## src/rtl/song_rom_scheduler.sv

```systemverilog
`timescale 1ns/1ps
`default_nettype none
// +--------------------------------------------------------------------------+
// | Module      : song_rom_scheduler                                         |
// | Description : Shares one song_rom read port between the music player     |
// |               (always wins) and a note-window fetcher.  The fetcher      |
// |               reads the notes at base, base+1, base+2, base-2 and base-3 |
// |               and publishes them together as one tear-free window.       |
// | Options     : AUTO_REFRESH_ON_CHANGE_EN - in IDLE, a current_addr that   |
// |               differs from the last latched base acts as a refresh.      |
// | Revision    : 1.0 - initial release                                      |
// +--------------------------------------------------------------------------+
module song_rom_scheduler #(
  parameter int ADDR_W   = 6,
  parameter int DATA_W   = 16,
  parameter int NOTE_LSB = 9,
  parameter int NOTE_W   = 6
) (
  input  logic              clk,
  input  logic              rst_n,
  input  logic [ADDR_W-1:0] current_addr,
  input  logic              refresh,
  input  logic              player_req,
  input  logic [ADDR_W-1:0] player_addr,
  output logic              player_ack,
  output logic [DATA_W-1:0] player_data,
  output logic [ADDR_W-1:0] rom_addr,
  input  logic [DATA_W-1:0] rom_dout,
  output logic [NOTE_W-1:0] curr_note,
  output logic [NOTE_W-1:0] next_1_note,
  output logic [NOTE_W-1:0] next_2_note,
  output logic [NOTE_W-1:0] prev_1_note,
  output logic [NOTE_W-1:0] prev_2_note,
  output logic              window_valid,
  output logic              done,
  output logic              busy
);

  typedef enum logic [1:0] {
    IDLE  = 2'd0,
    FETCH = 2'd1,
    DRAIN = 2'd2
  } state_t;

  // Slot 4 is the last one issued; its word arrives during DRAIN.
  localparam logic [2:0] C_LAST_SLOT = 3'd4;

  state_t              state_q;
  logic [ADDR_W-1:0]   base_q;
  logic [2:0]          slot_q;
  logic                pending_q;
  logic                busy_q;
  logic                done_q;
  logic                window_valid_q;
  logic                player_ack_q;

  // Tag of the word currently returning from the ROM (1-deep pipeline)
  logic                tag_valid_q;
  logic [2:0]          tag_slot_q;

  // Staging for slots 0..3; slot 4 is taken straight off rom_dout in DRAIN
  // so the publish edge can coincide with its capture.
  logic [NOTE_W-1:0]   stage_q [4];

  logic [NOTE_W-1:0]   curr_q;
  logic [NOTE_W-1:0]   next_1_q;
  logic [NOTE_W-1:0]   next_2_q;
  logic [NOTE_W-1:0]   prev_1_q;
  logic [NOTE_W-1:0]   prev_2_q;

  logic [ADDR_W-1:0]   w_slot_addr;
  logic [NOTE_W-1:0]   w_note;
  logic                w_issue;
  logic                w_auto;
  logic                w_start;

  assign w_note  = rom_dout[NOTE_LSB +: NOTE_W];
  assign w_issue = (state_q == FETCH) && !player_req;
  assign w_start = (state_q == IDLE) && (refresh || pending_q || w_auto);

`ifdef AUTO_REFRESH_ON_CHANGE_EN
  logic armed_q;

  // Change detection stays disarmed until the first explicit refresh
  always_ff @(posedge clk or negedge rst_n) begin
    if (!rst_n) begin
      armed_q <= 1'b0;
    end else if (refresh) begin
      armed_q <= 1'b1;
    end
  end

  assign w_auto = armed_q && (current_addr != base_q);
`else
  assign w_auto = 1'b0;
`endif

  // Address of the slot being issued; base-1 is a duration word, skipped
  always_comb begin
    w_slot_addr = base_q;
    case (slot_q)
      3'd1:    w_slot_addr = base_q + ADDR_W'(1);
      3'd2:    w_slot_addr = base_q + ADDR_W'(2);
      3'd3:    w_slot_addr = base_q - ADDR_W'(2);
      3'd4:    w_slot_addr = base_q - ADDR_W'(3);
      default: w_slot_addr = base_q;
    endcase
  end

  // ROM port mux: player first, then the fetcher, otherwise park on base
  always_comb begin
    rom_addr = base_q;
    if (player_req) begin
      rom_addr = player_addr;
    end else if (state_q == FETCH) begin
      rom_addr = w_slot_addr;
    end
  end

  // Fetch FSM, tag pipeline, staging capture and window publish
  always_ff @(posedge clk or negedge rst_n) begin
    if (!rst_n) begin
      state_q        <= IDLE;
      base_q         <= '0;
      slot_q         <= 3'd0;
      pending_q      <= 1'b0;
      busy_q         <= 1'b0;
      done_q         <= 1'b0;
      window_valid_q <= 1'b0;
      player_ack_q   <= 1'b0;
      tag_valid_q    <= 1'b0;
      tag_slot_q     <= 3'd0;
      for (int i = 0; i < 4; i++) begin
        stage_q[i] <= '0;
      end
      curr_q         <= '0;
      next_1_q       <= '0;
      next_2_q       <= '0;
      prev_1_q       <= '0;
      prev_2_q       <= '0;
    end else begin
      done_q       <= 1'b0;
      player_ack_q <= player_req;

      // Remember who owns the word that comes back next cycle
      tag_valid_q  <= w_issue;
      tag_slot_q   <= slot_q;
      if (tag_valid_q && (tag_slot_q != C_LAST_SLOT)) begin
        stage_q[tag_slot_q[1:0]] <= w_note;
      end

      // A refresh during a fetch is remembered once; repeats coalesce
      if (refresh && (state_q != IDLE)) begin
        pending_q <= 1'b1;
      end

      case (state_q)
        IDLE: begin
          if (w_start) begin
            base_q    <= current_addr;
            slot_q    <= 3'd0;
            pending_q <= 1'b0;
            busy_q    <= 1'b1;
            state_q   <= FETCH;
          end
        end
        FETCH: begin
          // Player-granted cycles leave the slot counter where it is
          if (w_issue) begin
            if (slot_q == C_LAST_SLOT) begin
              state_q <= DRAIN;
            end else begin
              slot_q <= slot_q + 3'd1;
            end
          end
        end
        DRAIN: begin
          // All five notes move to the outputs on the same edge
          curr_q         <= stage_q[0];
          next_1_q       <= stage_q[1];
          next_2_q       <= stage_q[2];
          prev_1_q       <= stage_q[3];
          prev_2_q       <= w_note;
          done_q         <= 1'b1;
          window_valid_q <= 1'b1;
          busy_q         <= 1'b0;
          state_q        <= IDLE;
        end
        default: begin
          state_q <= IDLE;
          busy_q  <= 1'b0;
        end
      endcase
    end
  end

  assign player_ack   = player_ack_q;
  assign player_data  = player_ack_q ? rom_dout : '0;
  assign curr_note    = curr_q;
  assign next_1_note  = next_1_q;
  assign next_2_note  = next_2_q;
  assign prev_1_note  = prev_1_q;
  assign prev_2_note  = prev_2_q;
  assign window_valid = window_valid_q;
  assign done         = done_q;
  assign busy         = busy_q;

endmodule
`default_nettype wire

```

## config.mk

```make
export PLATFORM = sky130hd
export DESIGN_NAME = song_rom_scheduler
export DESIGN_NICKNAME = d
export VERILOG_FILES = /design/src/rtl/song_rom_scheduler.sv
export SDC_FILE = /design/constraint.sdc
export NUM_CORES = 1
export LEC_CHECK = 0
export ABC_AREA = 1
export BUFFER_PORTS_ARGS = -buffer_cell sky130_fd_sc_hd__buf_2
export CAP_MARGIN = 30
export CORE_ASPECT_RATIO = 0.5
export CORE_UTILIZATION = 45
export CTS_BUF_LIST = sky130_fd_sc_hd__clkbuf_8
export DETAILED_ROUTE_END_ITERATION = 8
export PLACE_DENSITY = 0.75
export SYNTH_ARGS = -nofsm -noshare
export SYNTH_HDL_FRONTEND = slang
export SYNTH_SLANG_ARGS = --single-unit
```

## constraint.sdc

```tcl
create_clock -name clk -period 3 [get_ports clk]
set_input_delay 0 -clock clk [delete_from_list [all_inputs] [get_ports clk]]
set_output_delay 0 -clock clk [all_outputs]
set_load 0.02 [all_outputs]
```

======== Word level (Yosys, flattened, before mapping) ========
Cells that the tools add are included.
operators by class
  $add $sub $neg .......................... 5
  $lt $le $gt $ge ......................... 2
  eq/ne operators ......................... 11
  muxes and demuxes ....................... 21
  bitwise logic cells ..................... 2
  reduce and logical (&&, ||, !) cells .... 14
operators with widths
  operator                                                                       number
  24-bit bitwise mux                                                             1
  6-bit one-hot mux with 4 select lines                                          1
  6-bit 2-to-1 mux                                                               3
  16-bit 2-to-1 mux                                                              1
  6-bit demux with 2-bit select                                                  1
  6-bit by 2-bit subtractor with 6-bit output (second input constant)            2
  3-bit 2-to-1 mux                                                               3
  6-bit by 1-bit adder with 6-bit output (second input constant)                 1
  6-bit by 2-bit adder with 6-bit output (second input constant)                 1
  3-bit by 2-bit == test with 1-bit output (second input constant)               2
  2-bit 2-to-1 mux                                                               3
  2-bit != test (second input constant)                                          3
  3-bit one-hot mux with 2 select lines                                          1
  1-bit logical AND                                                              5
  1-bit 2-to-1 mux                                                               5
  2-bit one-hot mux with 2 select lines                                          1
  2-bit AND reduction                                                            2
  4-bit AND reduction                                                            1
  2-bit nonzero test                                                             2
  3-bit by 1-bit adder with 3-bit output (second input constant)                 1
  3-bit by 1-bit == test with 1-bit output (second input constant)               1
  3-bit == test (second input constant)                                          1
  3-bit greater-or-equal comparator (second input constant)                      1
  3-bit by 1-bit less-than comparator with 1-bit output (second input constant)  1
  other kinds (11)                                                               11
word-level totals
  register bits ........................... 74
  input bits .............................. 32
  output and inout bits ................... 56
  logic and storage cells ................. 74

======== Depth between registers and ports, before layout ========
Gate-level depths: netlist of run 1.
  depth in word-level cells ............... 6
  mapped depth ............................ 15
  mapped depth without buffers ............ 15

======== Worst setup path before layout of run 1 ========
OpenSTA, ideal clock, no wires.
  path type ............................... reg-to-output
  start point ............................. register slot_q[0]
  end point ............................... output port rom_addr[2]
  arrival time ............................ 2006 ps
  required time ........................... 3000 ps
  setup slack ............................. 994 ps
  stages on the path, launching flop included .. 11
  buffers on the path ..................... 0
  path through ............................ dfrtp_1 -> inv_1 -> ha_1 -> nand2_1 -> inv_1 -> ha_1 -> xor2_1 -> nand2_1 -> nand2_1 -> a21oi_1 -> o21ai_0
between the ends
  cells in the longest elaborated chain, start to end .. 4
  elaborated cells between the ends (all ways) .. 7
  classes of those cells .................. eq/ne: 4; mux: 3
RTL lines
  element                                      RTL line  source
  start: declaration                           50        logic [2:0] slot_q;
  start signal: assignment                     173       slot_q <= slot_q + 3'd1;
  3-bit == test, or another cell as far along  101       case (slot_q)
  6-bit one-hot mux with 4 select lines *      101
  6-bit 2-to-1 mux *                           115       end else if (state_q == FETCH) begin
  6-bit 2-to-1 mux *                           113       if (player_req) begin
  end: declaration                             27        output logic [ADDR_W-1:0] rom_addr,
Mark *: on every way between the ends. The rest lies on a longest branch, timed or not.

======== Worst setup path after layout of run 1 ========
  start point ............................. register slot_q[0]
  end point ............................... output port rom_addr[5]
Same word-level chain as after synthesis.

==> impl_metrics.yaml, run 1 <==
clock_tree:
  cts_tree: "yes"
  cts-root-buf: "clkbuf_8"
  clk_pin_slew_worst_paths_ps: 80
  cts_setup_buffers: 0
  cts_buffer_depth: 2
  cts.sinks: 74
  cts_buffers: 9
  cts_resized: 0
  htree_num_levels: 3
  clock_latency_ps: 350
  cts_hold_buf: 9
floorplan:
  num_rows: 22
  die-height_um: 64.09
  die_area_mm2: 0.008087
  core_area_mm2: 0.007405
  die_w_um: 126.2
  start_util: 0.4686
  io_pins: 88
drt:
  first_iter_violations: 117
  via_per_inst: 4.693
  via_count: 2980
  dr.pass1.iters: 4
  drc: 0
  routed_wl_mm: 7.474
  wl_per_cell_um: 11.77
  ant_nets: 0
cells_and_area:
  nets: 578
  syn_to_final_growth_pct: 23.15
  drive_gt1_frac: 0.2115
  antennaDiodeCount: 0
  final_cell_mix: "187 x nand2_1, 86 x buf_2, 74 x dfrtp_1"
  final_common_cell: "nand2_1"
  final_cell_count_no_fill: 635
  fin_util: 0.5771
timing:
  finClkSkew_ps: 11.59
  period_minus_slack_ps: 2458
  period_share: 0.8194
  setup_viol: 0
  setup_ws_ps: 541.9
  relSlewSlack: 0.4021
  grt_setup_unrepaired: "no"
  worst_pin_slew_ps: 896.9
  finalHoldViolations: 0
  maxSlewViolCount: 0
  max_freq_mhz: 406.8
  fin_tns_setup_ps: 0
setup_path:
  criticalPathCategory: "reg2out"
  cp.arrival_ps: 2460
  worstSetupStartpointType: "flop"
  critPathRequiredTime_ps: 3000
  path_cells: "inv_1 -> ha_1 -> nand2_1 -> inv_1 -> ha_1 -> nand2_1 -> nor2_1 -> nand2_1 -> nand3_1 -> nand3_1 -> nand2_1 -> nand2_1 -> nand2_1 -> buf_2"
  crit_top_cell: "nand2_1"
  max_stage_delay_ps: 390
  cp-end-kind: "output port"
  worst-path-max-fanout: 5
  cp_slowest_cell: "dfrtp_1"
grt:
  gr-usage-all-layers: 0.2019
  grt_pass1_wl_mm: 12.63
  grt_pass1_vias: 2793
  grt_max_degree: 75
  gr-total-overflow: 0
  antenna_found_initial: 0
logic_synthesis:
  postSynthCellCount: 437
  yosysWarnings: 0
  synthesis.nets: 481
  yosys_register_bits: 74
  yosysUniqueCellTypes: 24
  postSynthAreaPerCell_um2: 7.940
  syn_area_mm2: 0.003470
  ys_seq_area_frac: 0.5337
placed_design:
  place_congestion: 0.9193
  post-place-ws_ps: 918.6
  port_buffers: 87
  dp_cells: 610
  place_hpwl_mm: 5.077
outcome:
  status: "finished clean"
power:
  leakage_nw: 2.493
  p_per_area_mw_per_mm2: 1004
  peakVddDrop_mv: 0.4929
run:
  maxCapViolations: 0
hold_path:
  hold_path_class: "in2reg"
## state kept, by name (all words and copies together), names as in the netlist
register and cells:
busy 1, prev_1_note 6, pending_q 1, done 1, prev_2_note 6, next_2_note 6
tag_slot_q 3, window_valid 1, player_ack 1, slot_q 3, state_q 2, next_1_note 6
base_q 6, curr_note 6, tag_valid_q 1, stage_q 24
## area by class of cell
type,instances,area [µm²]
clock inverters,7,68.82
well taps,96,120.1
fillers,707,3132
flip-flops and latches,74,1852
inverters,52,195.2
repair buffers,97,535.5
clock buffers,9,123.9
multi-input cells,300,1378
## worst max-delay path, delay by kind of cell, from the launching register on
family,cells,cell delay (ps)
buf+inv,3,380
simple gates,9,800
fa+ha+maj,2,560
flops,1,390
## stage by stage
stage | area [µm²] | total power, mW | hold slack (ps)
after CTS | 4273 | 4.325 | 9.544
after floorplan | 3470 | 2.989 | -295.6
after global routing | 4273 | 4.667 | 10.54
after detailed placement | 3990 | 3.537 | 195.3
final | 4273 | 4.291 | 21.27
after global placement | 3990 | 3.490 | 204.2
## cells by family (layout without fill, tap and decap cells)
logic type,Yosys count,in the layout,share of synthesized area
buffers and inverters,63,165,0.06924
adders and majority gates,12,12,0.04327
DFF,74,74,0.5337
xor gates and xnor gates,3,3,0.007574
and+or+nand+nor,237,237,0.2701
AOI/OAI and AO/OA,48,48,0.07610
## routing by layer
layer / track usage / up-vias / part of all wire
met2: 0.3308 / 49 / 0.46
met5: 0 / - / 0
met3: 0.04606 / 8 / 0.036
met1: 0.2620 / 1384 / 0.49
met4: 0.08133 / 0 / 0.011
li1: - / 1539 / -
## worst paths after layout
kind	cells after the start	end	slack [ps]	from
setup / recovery	14	rom_addr[5]	540	slot_q[0]$_DFFE_PN0P_
hold / removal	3	stage_q[16]$_DFFE_PN0P_	20	rom_dout[13]
setup reg to reg	5	prev_2_note[1]$_DFFE_PN0P_	1440	state_q[1]$_DFFE_PN0P_
hold reg to reg	0	tag_slot_q[0]$_DFF_PN0_	440	slot_q[0]$_DFFE_PN0P_
max in group asynchronous	2	busy$_DFFE_PN0P_	2100	rst_n
min in group asynchronous	2	next_1_note[2]$_DFFE_PN0P_	300	rst_n
## synth_stat cells
| cell | n | area share |
|---|---|---|
| a21oi_1 | 6 | 0.0087 |
| a21oi_4 | 1 | 0.0047 |
| a22oi_1 | 1 | 0.0022 |
| buf_2 | 3 | 0.0043 |
| clkbuf_1 | 8 | 0.0087 |
| dfrtp_1 | 74 | 0.53 |
| ha_1 | 12 | 0.043 |
| inv_1 | 48 | 0.052 |
| inv_2 | 4 | 0.0043 |
| nand2_1 | 187 | 0.20 |
| nand2_2 | 2 | 0.0036 |
| nand3_1 | 21 | 0.030 |
| nand3b_1 | 2 | 0.0043 |
| nor2_1 | 21 | 0.023 |
| nor2_2 | 2 | 0.0036 |
| nor3_1 | 1 | 0.0014 |
| o211ai_1 | 1 | 0.0022 |
| o21ai_0 | 36 | 0.052 |
| o21ai_2 | 1 | 0.0025 |
| o21bai_1 | 1 | 0.0022 |
| o22ai_1 | 1 | 0.0018 |
| or2_2 | 1 | 0.0018 |
| xnor2_1 | 1 | 0.0025 |
| xor2_1 | 2 | 0.0050 |
## where the power goes
group / internal (mW) / switching (mW) / leakage, nW
Clock: 0.382 / 0.384 / 0.101
Combinational: 0.616 / 1.15 / 1.50
Sequential: 1.46 / 0.301 / 0.889
No activity file was read; power rests on OpenSTA's default activity.
==> run 2, diff against run 1 <==
--- a/config.mk
+++ b/config.mk
@@ -5,14 +5,14 @@
 export SDC_FILE = /design/constraint.sdc
 export NUM_CORES = 1
 export LEC_CHECK = 0
-export ABC_AREA = 1
+export ABC_AREA = 0
 export BUFFER_PORTS_ARGS = -buffer_cell sky130_fd_sc_hd__buf_2
 export CAP_MARGIN = 30
 export CORE_ASPECT_RATIO = 0.5
 export CORE_UTILIZATION = 45
 export CTS_BUF_LIST = sky130_fd_sc_hd__clkbuf_8
 export DETAILED_ROUTE_END_ITERATION = 8
-export PLACE_DENSITY = 0.75
+export PLACE_DENSITY = 0.76
 export SYNTH_ARGS = -nofsm -noshare
 export SYNTH_HDL_FRONTEND = slang
 export SYNTH_SLANG_ARGS = --single-unit
==> constraint.sdc (replaced) <==
create_clock -name clk -period 2.33 [get_ports clk]
set_input_delay 0 -clock clk [delete_from_list [all_inputs] [get_ports clk]]
set_output_delay 0 -clock clk [all_outputs]
set_load 0.02 [all_outputs]
==> run 2 against run 1 <==
The run now ends with setup timing left; sequential power grew 35%; wire length increased by 0.13%; flip-flop and latch count stayed put; synthesized cell count shrank 37%; register-to-register slack worse by 650 ps; cell count is 24% lower; clock-buffer cell count unchanged; utilization is 2.3 points higher; sequential share of layout area down 1.3 points; via count shrank 17%; non-clock buffer count grew 8; combinational power up 60%; largest power group is now combinational logic.
==> impl_metrics.yaml, run 2 <==
clock_tree:
  cts_buffers: 9
  clock_latency_ps: 340
  cts.sinks: 74
  cts_buffer_depth: 2
  cts_tree: "yes"
  cts-root-buf: "clkbuf_8"
  clk_pin_slew_worst_paths_ps: 80
  htree_num_levels: 3
hold_path:
  hold_path_class: "in2reg"
  holdCritStartpoint: "rom_dout[9]"
logic_synthesis:
  synthFlopType: "dfrtp_1"
  postSynthCellCount: 275
  postSynthAreaPerCell_um2: 12.44
  synthDominantCellAreaShare: 0.5411
  synth_most_common_cell: "dfrtp_1"
  yosys_register_bits: 74
  ys_seq_area_frac: 0.5411
  synth_edf_count: 0
  yosys-top-cells-area: "dfrtp_1 54%, mux2_2 17%, ha_1 4.4%, and2_1 3.1%, nand2_1 3.0%"
  syn_area_mm2: 0.003422
  yosysTopAreaCell: "dfrtp_1"
  async_flop_share: 1.000
  synthesis.nets: 319
  netlist_top_cells_count: "74 x dfrtp_1, 53 x mux2_2, 27 x nand2_1"
  yosysWarnings: 0
  yosysUniqueCellTypes: 44
setup_path:
  worstReg2RegStart: "state_q[1]$_DFFE_PN0P_"
  critPathRequiredTime_ps: 2330
  cp-end-kind: "output port"
  worstSetupStartpointType: "flop"
  cp.arrival_ps: 2380
  criticalPathCategory: "reg2out"
  cp-startpoint: "slot_q[0]$_DFFE_PN0P_"
  worst-path-max-fanout: 3
placed_design:
  place_hpwl_mm: 5.205
  post-place-ws_ps: 89.96
  port_buffers: 87
  dp_cells: 452
  place_congestion: 0.8130
floorplan:
  io_pins: 88
  die-height_um: 63.66
  die_w_um: 125.3
  start_util: 0.4656
  num_rows: 22
  core_area_mm2: 0.007350
  die_area_mm2: 0.007978
cells_and_area:
  syn_to_final_growth_pct: 28.81
  drive_gt1_frac: 0.4691
  nets: 427
  final_cell_count_no_fill: 484
  final_common_cell: "buf_2"
  largest_register: "stage_q"
  final_cell_mix: "84 x buf_2, 73 x dfrtp_1, 53 x mux2_2"
  antennaDiodeCount: 0
  largest_register_ffs: 24
  fillerInstances: 600
timing:
  period_minus_slack_ps: 2378
  fin_tns_setup_ps: -48.01
  period_share: 1.021
  relSlewSlack: 0.4107
  worst_pin_slew_ps: 884.0
  max_freq_mhz: 420.5
  finClkSkew_ps: 8.962
  setup_ws_ps: -48.01
  maxSlewViolCount: 0
  finalHoldViolations: 0
  grt_setup_unrepaired: "yes"
  setup_viol: 1
power:
  seqPwrFrac: 0.388
  leakage_nw: 2.118
  clockPowerShare: 0.155
  p_per_area_mw_per_mm2: 1394
  netSwitchingFraction: 0.3959
  intPower_mw: 3.711
  peakVddDrop_mv: 0.5996
  switchingPower_mw: 2.432
  combPwrFrac: 0.457
grt:
  grt_max_degree: 75
  antenna_found_initial: 0
  grt_pass1_wl_mm: 12.41
  gr-total-overflow: 0
  gr-usage-all-layers: 0.2001
  grt_pass1_vias: 2586
drt:
  wl_met3_um: 226
  first_iter_violations: 106
  routed_wl_mm: 7.484
  via_count: 2478
  via_per_inst: 5.120
  highest_layer: "met4"
  dr_wl_met2_mm: 3.956
  met1_length_mm: 3.291
  ant_nets: 0
  dr.pass1.iters: 8
  drc: 0
  wl_per_cell_um: 15.46
outcome:
  violations: "setup timing"
  status: "finished, violations left"
run:
  maxCapViolations: 0
-- run 2: changes by cell type in the layout (fill, tap and decap cells not counted), moves of 6 or more --
cell / before / now
nand2_1: 187 / 26
mux2_2: 0 / 53
inv_1: 49 / 6
o21ai_0: 36 / 5
nand3_1: 21 / 1
and2_1: 0 / 16
nor2_1: 21 / 7
buf_4: 2 / 8
ha_1: 12 / 6
-- run 2: stage by stage --
stage          hold WS (ps)  power, mW  area (µm²)  utilization
3_3_place_gp          158.5      4.854        3955       0.5381
5_1_grt               12.56      6.559        4408       0.5998
2_1_floorplan        -295.6      4.155        3422            -
3_5_place_dp          179.7      4.975        3955       0.5381
4_1_cts               3.768      6.037        4339       0.5904
6_report              19.68      6.144        4408       0.5998
-- run 2: cell type report --
cell class	instances	area [µm²]	area share
flip-flops and latches	74	1853	0.4204
clock buffers	9	123.9	0.02810
well taps	96	120.1	0.02725
inverters	8	32.53	0.007380
multi-input cells	185	1599	0.3628
clock inverters	7	68.82	0.01561
repair buffers	105	610.6	0.1385
-- run 2: timing repair --
action | CTS | global route
resized for setup | 13 | 12
hold endpoints to repair | 93 | 0
buffers inserted | 3 | 0
endpoints found under the setup margin | 4 | 4
pin swaps | 4 | 8
hold buffers | 13 | 0
-- run 2: worst paths after layout --
path,cells past startpoint,slack [ps],end
min in group asynchronous,2,330,next_1_note[1]$_DFFE_PN0P_
hold / removal,2,20,stage_q[12]$_DFFE_PN0P_
setup reg to reg,4,790,slot_q[0]$_DFFE_PN0P_
max in group asynchronous,2,1380,slot_q[2]$_DFFE_PN0P_
setup / recovery,10,-50,rom_addr[5]
hold reg to reg,1,460,window_valid$_DFFE_PN0P_
-- run 2: kinds of logic (layout without fill, tap and decap cells) --
family,count (synthesis),after routing,share of synthesized area
buf+inv,16,129,0.02048
xor+xnor,10,10,0.02559
mux,56,56,0.1854
compound gates,38,38,0.07350
flops,74,74,0.5411
simple gates,69,69,0.1101
fa+ha+maj,12,12,0.04387
-- run 2: power groups by stage --
stage                     logic (mW)  clock network, mW  registers (mW)
after floorplan                 1.57                  0            2.59
after global placement          2.52                  0            2.34
after detailed placement        2.59                  0            2.38
after CTS                       2.71              0.964            2.36
after global routing            3.07               1.02            2.47
final                           2.81              0.950            2.38
-- run 2: worst max-delay path, stage by stage (launching register included) --
cell and delay, ps:
dfrtp_1 440, ha_4 200, ha_4 160, xor2_1 160, ha_2 210, o21a_1 160
o21ai_1 110, o21bai_1 100, xnor2_1 180, o221ai_1 140, buf_4 180
-- run 2: per-layer routing --
metal	up-vias	GRT usage
met1	1243	0.2380
li1	1186	-
met5	-	0
met2	47	0.3708
met4	0	0.03659
met3	2	0.05098
